==> src/rtl/wb_pkg.sv <==
// Shared Wishbone slave types: FSM state encoding, wait-state counter width, lane-count helper.
package wb_pkg;

  typedef enum logic [1:0] {
    ST_IDLE = 2'd0,
    ST_MEM  = 2'd1,
    ST_ACK  = 2'd2,
    ST_ERR  = 2'd3
  } wb_state_t;

  localparam int WS_CNT_W = 4;
  localparam int WS_MAX   = (1 << WS_CNT_W) - 1;

  function automatic int wb_sw(input int dw);
    return dw / 8;
  endfunction

endpackage

==> src/rtl/wb_ws_counter.sv <==
// Loadable down-counter with zero flag; load wins over decrement, and it saturates at zero.
// Single-cycle update, no backpressure.
module wb_ws_counter #(
  parameter int W = 4
) (
  input  logic         i_clk,
  input  logic         i_rst_n,
  input  logic         i_load,
  input  logic [W-1:0] i_load_val,
  input  logic         i_dec,
  output logic         o_zero
);

  logic [W-1:0] r_cnt;

  always_ff @(posedge i_clk or negedge i_rst_n) begin
    if (!i_rst_n) begin
      r_cnt <= '0;
    end else if (i_load) begin
      r_cnt <= i_load_val;
    end else if (i_dec && (r_cnt != '0)) begin
      r_cnt <= r_cnt - W'(1);
    end
  end

  assign o_zero = (r_cnt == '0);

endmodule

==> src/rtl/wb_mem_slave_ws.sv <==
// Wishbone classic slave onto a sync SRAM port; 3+WAIT_STATES cycles per transfer, cyc_i drop aborts.
// Optional WB_SLAVE_ERR_EN: zero-select or out-of-depth hits end with a one-cycle err_o instead of ack_o.
module wb_mem_slave_ws
  import wb_pkg::*;
#(
  parameter int                   DW          = 8,
  parameter int                   AW          = 16,
  parameter int                   MEM_AW      = 12,
  parameter logic [AW-MEM_AW-1:0] BASE        = '0,
  parameter int                   MEM_DEPTH   = 4096,
  parameter int                   WAIT_STATES = 0,
  localparam int                  SW          = wb_sw(DW)
) (
  input  logic              clk_i,
  input  logic              rst_i,
  input  logic [AW-1:0]     adr_i,
  input  logic [DW-1:0]     dat_i,
  input  logic [SW-1:0]     sel_i,
  input  logic              we_i,
  input  logic              stb_i,
  input  logic              cyc_i,
  output logic [DW-1:0]     dat_o,
  output logic              ack_o,
  output logic              err_o,
  output logic              mem_cs,
  output logic              mem_we,
  output logic              mem_oe,
  output logic [SW-1:0]     mem_be,
  output logic [MEM_AW-1:0] mem_dir,
  output logic [DW-1:0]     mem_indata,
  input  logic [DW-1:0]     mem_outdata
);

  if (WAIT_STATES < 0 || WAIT_STATES > WS_MAX) begin : g_ws_check
    $fatal(1, "wb_mem_slave_ws: WAIT_STATES must be 0..15");
  end
  if (MEM_DEPTH > (1 << MEM_AW)) begin : g_depth_check
    $fatal(1, "wb_mem_slave_ws: MEM_DEPTH exceeds 2**MEM_AW");
  end

  wb_state_t r_state, w_next;

  logic [MEM_AW-1:0] r_adr;
  logic [DW-1:0]     r_wdat;
  logic [SW-1:0]     r_sel;
  logic              r_we;
  logic [DW-1:0]     r_rdat;

  logic w_hit;
  logic w_err_req;
  logic w_start;
  logic w_dec;
  logic w_zero;
  logic w_capture;

  assign w_hit = cyc_i & stb_i & (adr_i[AW-1:MEM_AW] == BASE);

`ifdef WB_SLAVE_ERR_EN
  assign w_err_req = (sel_i == '0) || (32'(adr_i[MEM_AW-1:0]) >= 32'(MEM_DEPTH));
`else
  assign w_err_req = 1'b0;
`endif

  assign w_start   = (r_state == ST_IDLE) & w_hit & ~w_err_req;
  assign w_dec     = (r_state == ST_MEM) & cyc_i;
  // Read data is taken on the last memory cycle only, and only if the master is still there.
  assign w_capture = (r_state == ST_MEM) & cyc_i & w_zero & ~r_we;

  wb_ws_counter #(
    .W (WS_CNT_W)
  ) u_ws_cnt (
    .i_clk      (clk_i),
    .i_rst_n    (rst_i),
    .i_load     (w_start),
    .i_load_val (WS_CNT_W'(WAIT_STATES)),
    .i_dec      (w_dec),
    .o_zero     (w_zero)
  );

  always_ff @(posedge clk_i or negedge rst_i) begin
    if (!rst_i) begin
      r_state <= ST_IDLE;
    end else begin
      r_state <= w_next;
    end
  end

  always_comb begin
    w_next = r_state;
    ack_o  = 1'b0;
    err_o  = 1'b0;
    mem_cs = 1'b0;
    mem_we = 1'b0;
    mem_oe = 1'b0;
    mem_be = '0;
    case (r_state)
      ST_IDLE: begin
        if (w_hit) begin
          w_next = w_err_req ? ST_ERR : ST_MEM;
        end
      end
      ST_MEM: begin
        mem_cs = 1'b1;
        mem_we = r_we;
        mem_oe = ~r_we;
        mem_be = r_sel;
        if (!cyc_i) begin
          w_next = ST_IDLE;
        end else if (w_zero) begin
          w_next = ST_ACK;
        end
      end
      ST_ACK: begin
        ack_o  = 1'b1;
        w_next = ST_IDLE;
      end
      ST_ERR: begin
`ifdef WB_SLAVE_ERR_EN
        err_o  = 1'b1;
`endif
        w_next = ST_IDLE;
      end
      default: begin
        w_next = ST_IDLE;
      end
    endcase
  end

  always_ff @(posedge clk_i or negedge rst_i) begin
    if (!rst_i) begin
      r_adr  <= '0;
      r_wdat <= '0;
      r_sel  <= '0;
      r_we   <= 1'b0;
      r_rdat <= '0;
    end else begin
      if (w_start) begin
        r_adr  <= adr_i[MEM_AW-1:0];
        r_wdat <= dat_i;
        r_sel  <= sel_i;
        r_we   <= we_i;
      end
      if (w_capture) begin
        r_rdat <= mem_outdata;
      end
    end
  end

  assign dat_o      = r_rdat;
  assign mem_dir    = r_adr;
  assign mem_indata = r_wdat;

endmodule

==> config.mk <==
export PLATFORM = sky130hd
export DESIGN_NAME = wb_mem_slave_ws
export DESIGN_NICKNAME = d
export VERILOG_FILES = /design/src/rtl/wb_pkg.sv /design/src/rtl/wb_ws_counter.sv /design/src/rtl/wb_mem_slave_ws.sv
export SDC_FILE = /design/constraint.sdc
export NUM_CORES = 1
export LEC_CHECK = 0
export ABC_AREA = 1
export ABC_CLOCK_PERIOD_IN_PS = 2000
export BUFFER_PORTS_ARGS = -buffer_cell sky130_fd_sc_hd__buf_2
export CAP_MARGIN = 25
export CORE_UTILIZATION = 46
export DETAILED_ROUTE_END_ITERATION = 10
export PLACE_DENSITY = 0.78
export SYNTH_ARGS = -nofsm -noshare
export SYNTH_HDL_FRONTEND = slang
export SYNTH_SLANG_ARGS = --single-unit
export TNS_END_PERCENT = 5
==> constraint.sdc <==
create_clock -name clk_i -period 2 [get_ports clk_i]
set_clock_uncertainty 0.2 [all_clocks]
set_input_delay 0.2 -clock clk_i [delete_from_list [all_inputs] [get_ports clk_i]]
set_output_delay 0.2 -clock clk_i [all_outputs]
set_load 0.02 [all_outputs]
==> impl_metrics.toml, run 1 <==
[die]
pin_count = 72
core_mm2 = 0.00334
initial_core_util_pct = 47.8
die_h_um = 60.9
die_w_um = 60.9
rows = 21
die_area_mm2 = 0.00371

[final_layout]
drive_above_1_share_pct = 31.3
final_util_pct = 70.9
synthToLayoutAreaGrowth_pct = 48.4
regArea_um2 = 901
num_antenna_cells = 0
multiInputGateArea_um2 = 604
nFillCells = 268
final_nets = 330

[power]
clkPwrFrac_pct = 23.7
p_int_mw = 1.37
combPwrFrac_pct = 31.1
p_sw_share_pct = 33.4
switchingPower_mw = 0.687
p_per_area_mw_per_mm2 = 868
leakagePower_nw = 1.40
vdd_drop_max_v = 0.000555
p_seq_share_pct = 45.2

[timing]
rsz0062_at_grt = "no"
slew_viol_final = 0
finalCritPeriodShare_pct = 83.8
fin_crit_ps = 1680
fin_setup_tns_ps = 0
setup_viol = 0
clock.fmax_ghz = 0.597
finalHoldViolations = 0

[detailed_routing]
via_count = 1508
drc = 0
vias_per_cell = 4.47
wl_per_cell_um = 11.3
dr.pass1.iters = 4
wl_um = 3810
ant_nets = 0
drtIter0Drc = 77

[grt]
grt_pass1_vias = 1441
grt_max_degree = 37
antenna_found_initial = 0
grt_pass1_wl_um = 5840
grt-ovfl-total = 0
grt_use_total_pct = 22.1

[critical_path]
cp-startpoint = "r_state[1]$_DFFE_PN0P_"
critPathLaunchType = "flop"
cp-end-kind = "output port"
cp-endpoint = "mem_oe"
worstSetupPathType = "flop to output port"
r2r_start = "u_ws_cnt.r_cnt[0]$_DFFE_PN0P_"
critPathRequiredTime_ps = 1600
r2r_end = "dat_o[7]$_DFFE_PN0P_"
cp_max_fo = 4
rr_worst_depth = 7
r2r_slack_ps = 370
worst-endpoint-arrival_ps = 1280

[cts]
clk_pin_slew_ps = 90
postCtsResizedCells = 0
clockBufferDepth = 2
clock-sinks = 36
htreeDepth = 2
cts-buffers-inserted = 5
cts_tree = "done"
clk_latency_ps = 340
clockRootBuffer = "clkbuf_4"

[synthesis]
syn_area_mm2 = 0.00160
ys_ff_latch = 36
ys_types = 20
synth_area_per_cell_um2 = 8.62
syn_nets = 225
synth_warnings = 0
yosysSeqAreaShare_pct = 56.5
netlist_instances = 185

[job]
maxCapViolCount = 0

[hold_path]
hold_path.class = "primary input to flop"

[placed_design]
hpwl_um = 2320
io_buffers = 70
gp_congestion = 0.730

[run_status]
status = "complete, no violations"
layout make-up:
| type | instances | area share (%) |
|---|---|---|
| Timing Repair Buffer | 104 | 28.9 |
| Inverter | 12 | 1.90 |
| Sequential cell | 36 | 38.1 |
| Tap cell | 46 | 2.43 |
| Multi-Input combinational cell | 131 | 25.5 |
| Clock inverter | 2 | 1.48 |
| Clock buffer | 6 | 1.74 |
metal layers:
layer	up-vias	track usage [%]	share of wire, %
met4	0	11.0	1.7
met5	-	0	0
met2	45	41.6	52
met1	687	23.4	42
met3	7	4.26	4.0
li1	769	-	-
how the worst min path moves through the flow:
stage | endpoint | from | slack (ps) | depth (start not counted)
6_report | r_state[1]$_DFFE_PN0P_ | cyc_i | 30 | 3
3_3_place_gp | dat_o[1]$_DFFE_PN0P_ | rst_i | 60 | 2
2_1_floorplan | dat_o[0]$_DFFE_PN0P_ | rst_i | -300 | 0
5_1_grt | r_state[1]$_DFFE_PN0P_ | cyc_i | 30 | 3
3_5_place_dp | dat_o[2]$_DFFE_PN0P_ | rst_i | 60 | 2
4_1_cts | r_state[1]$_DFFE_PN0P_ | cyc_i | 20 | 3
flip-flops by register name, indices dropped and copies added, names as in the netlist:
signal and count:
u_ws_cnt.r_cnt 4, r_sel 1, mem_dir 12, r_state 2
dat_o 8, r_we 1, mem_indata 8
synthesized netlist by cell type, drive strengths merged:
| cell | number | area (um2) |
|---|---|---|
| conb | 1 | 3.75 |
| nand3 | 14 | 82.6 |
| ha | 2 | 25.0 |
| inv | 11 | 41.3 |
| clkinv | 1 | 3.75 |
| xor2 | 1 | 8.76 |
| buf | 5 | 41.3 |
| nand2 | 93 | 364 |
| nor2 | 15 | 87.6 |
| clkbuf | 1 | 3.75 |
| o21ai | 5 | 32.5 |
| dfrtp | 36 | 901 |
layout by cell type (no fill, tap or decap), drive strengths merged:
cell type,Yosys,layout
nor2,15,15
nand2,93,93
inv,11,11
dfrtp,36,36
clkinv,1,2
nand3,14,14
xor2,1,1
o21ai,5,5
dlygate4sd3,0,31
bufinv,0,1
ha,2,2
conb,1,1
buf,5,73
clkbuf,1,6
stage by stage:
stage               area, um2  setup slack, ps  instances  power [mW]  hold slack, ps
floorplan                1600              529        185        1.34            -296
global placement         1980              407        298        1.51            61.6
detailed placement       1980              383        298        1.53            60.2
CTS                      2370              312        337        2.07            16.7
global route             2370              217        337        2.19            28.3
finish                   2370              324        337        2.05            29.8
critical path, cell delays in order (launching register included):
cell	delay [ps]
dfrtp_1	420
inv_1	100
nand2_1	120
nor2_1	130
buf_2	180
repair_timing:
item,CTS,global route
endpoints found under the hold margin,66,0
setup buffers,0,0
hold buffers,31,0
power by group through the flow:
stage | clock [mW] | combinational (mW) | sequential [mW]
floorplan | 0 | 0.295 | 1.04
global placement | 0 | 0.578 | 0.937
detailed placement | 0 | 0.593 | 0.939
CTS | 0.504 | 0.641 | 0.927
global route | 0.531 | 0.715 | 0.947
finish | 0.487 | 0.639 | 0.928
kinds of logic after synthesis:
logic type / share of synthesized area [%]
compound gates: 2.04
xor+xnor: 0.549
fa+ha+maj: 1.57
buf+inv: 5.65
flops: 56.5
other cells: 0.235
simple gates: 33.5
Note: power is estimated with default switching activity, not from simulation.
==> run 2: changes to the inputs <==
--- a/config.mk
+++ b/config.mk
@@ -6,7 +6,7 @@
 export NUM_CORES = 1
 export LEC_CHECK = 0
 export ABC_AREA = 1
-export ABC_CLOCK_PERIOD_IN_PS = 2000
+export ABC_CLOCK_PERIOD_IN_PS = 1550
 export BUFFER_PORTS_ARGS = -buffer_cell sky130_fd_sc_hd__buf_2
 export CAP_MARGIN = 25
 export CORE_UTILIZATION = 46
==> constraint.sdc (replaced) <==
create_clock -name clk_i -period 1.55 [get_ports clk_i]
set_clock_uncertainty 0.2 [all_clocks]
set_input_delay 0.155 -clock clk_i [delete_from_list [all_inputs] [get_ports clk_i]]
set_output_delay 0.155 -clock clk_i [all_outputs]
set_load 0.02 [all_outputs]
==> run 2 against run 1 <==
  * Critical path depth shrank 1
  * First-iteration DRC count grew 45%
  * Combinational power grew 36%
  * Die area is the same
==> impl_metrics.toml, run 2 (synthesized netlist as in run 1, its figures left out) <==
[run_status]
status = "complete, no violations"

[timing]
rsz0062_at_grt = "yes"
fin_crit_ps = 1510
whs_ps = 152
setup_viol = 0
clock.fmax_ghz = 0.664
slew_viol_final = 0
finalCritPeriodShare_pct = 97.2
finalHoldViolations = 0

[grt]
grt-ovfl-total = 0
grt_pass1_wl_um = 5710
grt_max_degree = 37
antenna_found_initial = 0
grt_use_total_pct = 21.3
grt_pass1_vias = 1383

[detailed_routing]
drc = 0
vias_per_cell = 4.51
ant_nets = 0
wl_per_cell_um = 11.7
via_count = 1537
dr.pass1.iters = 4
wl_um = 3970
drtIter0Drc = 112

[die]
die_w_um = 60.9
die_area_mm2 = 0.00371
initial_core_util_pct = 47.8
pin_count = 72
core_mm2 = 0.00334
rows = 21
die_h_um = 60.9

[cts]
clk_latency_ps = 330
htreeDepth = 2
clk_pin_slew_ps = 100
cts-buffers-inserted = 5
cts_tree = "done"
clock-sinks = 36
clockBufferDepth = 2
clockRootBuffer = "clkbuf_4"

[final_layout]
drive_above_1_share_pct = 34.6
final_nets = 335
largest_register_ffs = 12
num_antenna_cells = 0
layout_commonest_cell = "nand2_1"
most-common-layout-cells = "nand2_1 (87), buf_2 (66), dfrtp_1 (35)"
final_util_pct = 73.2
final_area_mm2 = 0.00244
synthToLayoutAreaGrowth_pct = 53.0

[placed_design]
io_buffers = 70
hpwl_um = 2370
gp_congestion = 0.783
place_area_mm2 = 0.00201

[critical_path]
cp_max_fo = 2
critPathRequiredTime_ps = 1190
worstSetupPathType = "flop to output port"
critPathLaunchType = "flop"
cp-end-kind = "output port"
worst-endpoint-arrival_ps = 1150

[power]
p_per_area_mw_per_mm2 = 1030
power_mw = 2.52
leakagePower_nw = 1.42
vdd_drop_max_v = 0.000613

[hold_path]
hold_path.class = "primary input to flop"

[job]
maxCapViolCount = 0
-- run 2: critical path: stages (launching register included) --
cell	delay (ps)
dfrtp_1	410
buf_4	150
nor2_4	110
buf_4	150
-- run 2: timing repair --
action | CTS | global route
pin swaps | 0 | 1
endpoints found under the hold margin | 67 | 0
setup endpoints to repair | 7 | 16
hold buffers | 32 | 0
gates resized for setup | 3 | 10
setup buffers | 1 | 2
-- run 2: power by group --
group          total, mW  leakage, nW  switching [mW]  internal (mW)
registers           1.20        0.472          0.0984           1.10
logic              0.867        0.923           0.515          0.351
clock network      0.453       0.0281           0.285          0.167
total               2.52         1.42           0.899           1.62
-- run 2: worst paths after layout --
check                           cells past startpoint                    from  slack (ps)                            end
worst max-delay path                                3  r_state[1]$_DFFE_PN0P_          40                         mem_cs
worst min-delay path                                5                   stb_i         150         r_state[0]$_DFFE_PN0P_
worst max register to register                      8  r_state[1]$_DFFE_PN0P_          70  u_ws_cnt.r_cnt[3]$_DFFE_PN0P_
worst min register to register                      2  mem_dir[4]$_DFFE_PN0P_         270         mem_dir[4]$_DFFE_PN0P_
max in group asynchronous                           3                   rst_i         620         r_state[0]$_DFFE_PN0P_
min in group asynchronous                           3                   rst_i         190           dat_o[1]$_DFFE_PN0P_
-- run 2: per-layer routing --
metal	vias up	wire length (um)	GRT usage (%)
li1	779	-	-
met1	695	1580	22.8
met2	59	2120	40.0
met3	4	230	5.12
met4	0	39	8.12
met5	-	0	0
-- run 2: final cells by class --
cell class                      count  area, um2
Clock buffer                        6       41.3
Clock inverter                      1       5.00
Fill cell                         241        896
Inverter                           12       45.0
Multi-Input combinational cell    131        619
Sequential cell                    36        902
Tap cell                           46       57.6
Timing Repair Buffer              109        771
-- run 2: through the flow --
step | instances | setup TNS [ps] | setup WS, ps
after global placement | 299 | 0 | 98.3
after detailed placement | 299 | 0 | 33.0
after CTS | 339 | 0 | 1.72
after floorplan | 185 | 0 | 79.0
after global routing | 341 | -117 | -26.1
final | 341 | 0 | 43.4
==> run 3: changes to the inputs <==
--- a/config.mk
+++ b/config.mk
@@ -8,7 +8,6 @@
 export ABC_AREA = 1
 export ABC_CLOCK_PERIOD_IN_PS = 1550
 export BUFFER_PORTS_ARGS = -buffer_cell sky130_fd_sc_hd__buf_2
-export CAP_MARGIN = 25
 export CORE_UTILIZATION = 46
 export DETAILED_ROUTE_END_ITERATION = 10
 export PLACE_DENSITY = 0.78
==> constraint.sdc (replaced) <==
create_clock -name clk_i -period 1.55 [get_ports clk_i]
set_clock_uncertainty 0.2 [all_clocks]
set_input_delay 0.0775 -clock clk_i [delete_from_list [all_inputs] [get_ports clk_i]]
set_output_delay 0.0775 -clock clk_i [all_outputs]
set_load 0.02 [all_outputs]
==> run 3 against run 2 <==
  * The run now ends with hold timing left
  * Clock-buffer cell count stayed put
  * Sequential share of layout area is 1.3 points lower
  * Flip-flop and latch count stayed put
  * Worst hold slack worse by 180 ps
  * Sequential power hardly changed
==> impl_metrics.toml, run 3 (synthesized netlist as in run 1, its figures left out) <==
[run_status]
status = "complete, but fails checks"
violations = "hold timing"

[grt]
grt_use_total_pct = 26.3
grt-busiest-layer = "met2"
use_met1_pct = 25.6
grt-ovfl-total = 0
gr-usage-met2_pct = 50.1
grt_pass1_wl_um = 6880
grt_pass1_vias = 1650
use_met3_pct = 8.10
antenna_found_initial = 0
grt_max_degree = 21

[final_layout]
most-common-layout-cells = "nand2_1 (86), buf_2 (68), dlygate4sd3_1 (37)"
multiInputGateArea_um2 = 633
final_nets = 345
layout_commonest_cell = "nand2_1"
nFillCells = 234
synthToLayoutAreaGrowth_pct = 58.6
final_util_pct = 75.8
drive_above_1_share_pct = 36.1
largest_register_ffs = 12
regArea_um2 = 902
num_antenna_cells = 0
final_area_mm2 = 0.00253

[die]
die_area_mm2 = 0.00371
pin_count = 72
die_w_um = 60.9
rows = 21
die_h_um = 60.9
core_mm2 = 0.00334
initial_core_util_pct = 47.8

[critical_path]
cpLargestDelayFamily = "flip-flops"
critPathMaxStageDelay_ps = 430
worst_path_max_delay_cell = "dfrtp_1"
worst-endpoint-arrival_ps = 1230
crit_chain = "inv_2 -> nand2_2 -> nor2_1 -> buf_2"
worstSetupPathType = "flop to output port"
critPathRequiredTime_ps = 1270
cp-end-kind = "output port"
path_buf_inv = 2
critPathLaunchType = "flop"
cp_max_fo = 4

[power]
vdd_drop_max_v = 0.000660
switchingPower_mw = 0.926
p_int_mw = 1.63
combPwrFrac_pct = 34.9
p_sw_share_pct = 36.2
p_seq_share_pct = 47.0
clkPwrFrac_pct = 18.1
p_per_area_mw_per_mm2 = 1010
leakagePower_nw = 1.48

[placed_design]
io_buffers = 70
hpwl_um = 2510
place_area_mm2 = 0.00203
gp_congestion = 0.818

[cts]
clock-sinks = 36
htreeDepth = 2
clockBufferDepth = 2
clk_pin_slew_ps = 110
clockRootBuffer = "clkbuf_4"
cts-buffers-inserted = 5
cts_tree = "done"
clk_latency_ps = 350

[detailed_routing]
dr.pass1.iters = 4
drc = 0
wl_um = 4530
vias_per_cell = 4.75
drtIter0Drc = 54
ant_nets = 0
via_count = 1666
wl_per_cell_um = 12.9

[timing]
clock.fmax_ghz = 0.664
setup_viol = 0
slew_viol_final = 0
whs_ps = -32.7
fin_crit_ps = 1510
rsz0062_at_grt = "yes"
finalCritPeriodShare_pct = 97.2
finalHoldViolations = 15

[job]
maxCapViolCount = 0

[hold_path]
hold_path.class = "primary input to async pin"
run 3: changes by cell type in the layout (fill, tap and decap cells not counted):
| cell | before | now |
|---|---|---|
| dlygate4sd3_1 | 32 | 37 |
| nand2_2 | 4 | 5 |
| nor2_1 | 11 | 9 |
| nor2_2 | 1 | 4 |
| buf_2 | 66 | 68 |
| nand2_1 | 87 | 86 |
| buf_4 | 8 | 10 |
run 3: layout make-up:
| cell class | count | area share (%) |
|---|---|---|
| timing repair buffer | 118 | 33.4 |
| clock inverter | 1 | 0.198 |
| inverter | 12 | 1.78 |
| tap | 46 | 2.27 |
| multi-input combinational | 132 | 25.0 |
| sequential | 36 | 35.7 |
| clock buffer | 6 | 1.63 |
run 3: power by group through the flow:
stage               combinational [mW]  sequential [mW]  clock [mW]
detailed placement               0.796             1.21           0
finish                           0.892             1.20       0.464
global placement                 0.767             1.20           0
floorplan                        0.381             1.35           0
global route                      1.01             1.22       0.514
CTS                              0.876             1.20       0.469
run 3: per-stage QoR:
stage / worst slack (ps) / total power [mW] / cells / TNS [ps]
after floorplan: 79.0 / 1.73 / 185 / 0
after global placement: 94.6 / 1.97 / 300 / 0
after detailed placement: 45.8 / 2.01 / 300 / 0
after CTS: -7.98 / 2.54 / 345 / -7.98
after global routing: -30.2 / 2.75 / 351 / -119
final: 43.3 / 2.56 / 351 / 0
run 3: worst reg2reg max path: stages, from the launching register on:
cell and delay (ps):
dfrtp_1 430, buf_4 160, nor2_4 110, nand2_4 80
nor2_8 160, nand2_4 100, nand2_1 80, nand2_1 70
run 3: final timing paths:
check	startpoint	end	slack, ps	cells past startpoint
max reg2reg	r_state[1]$_DFFE_PN0P_	dat_o[0]$_DFFE_PN0P_	60	7
max	r_state[1]$_DFFE_PN0P_	mem_we	40	4
max in group asynchronous	rst_i	r_state[0]$_DFFE_PN0P_	270	3
min reg2reg	dat_o[2]$_DFFE_PN0P_	dat_o[2]$_DFFE_PN0P_	280	2
min	rst_i	dat_o[6]$_DFFE_PN0P_	-30	2
min in group clk_i	stb_i	r_state[0]$_DFFE_PN0P_	70	5
run 3: routing by layer:
metal | up-vias | part of all wire (%)
li1 | 805 | -
met1 | 761 | 36
met2 | 76 | 54
met3 | 24 | 6.1
met4 | 0 | 4.1
met5 | - | 0
run 3: repair_timing:
| item | CTS | global route |
|---|---|---|
| gates resized for setup | 2 | 12 |
| setup endpoints to repair | 3 | 28 |
| buffers inserted | 1 | 5 |
| pin swaps | 0 | 3 |
| gates cloned | 0 | 1 |
| endpoints found under the hold margin | 67 | 0 |
| hold buffers | 37 | 0 |
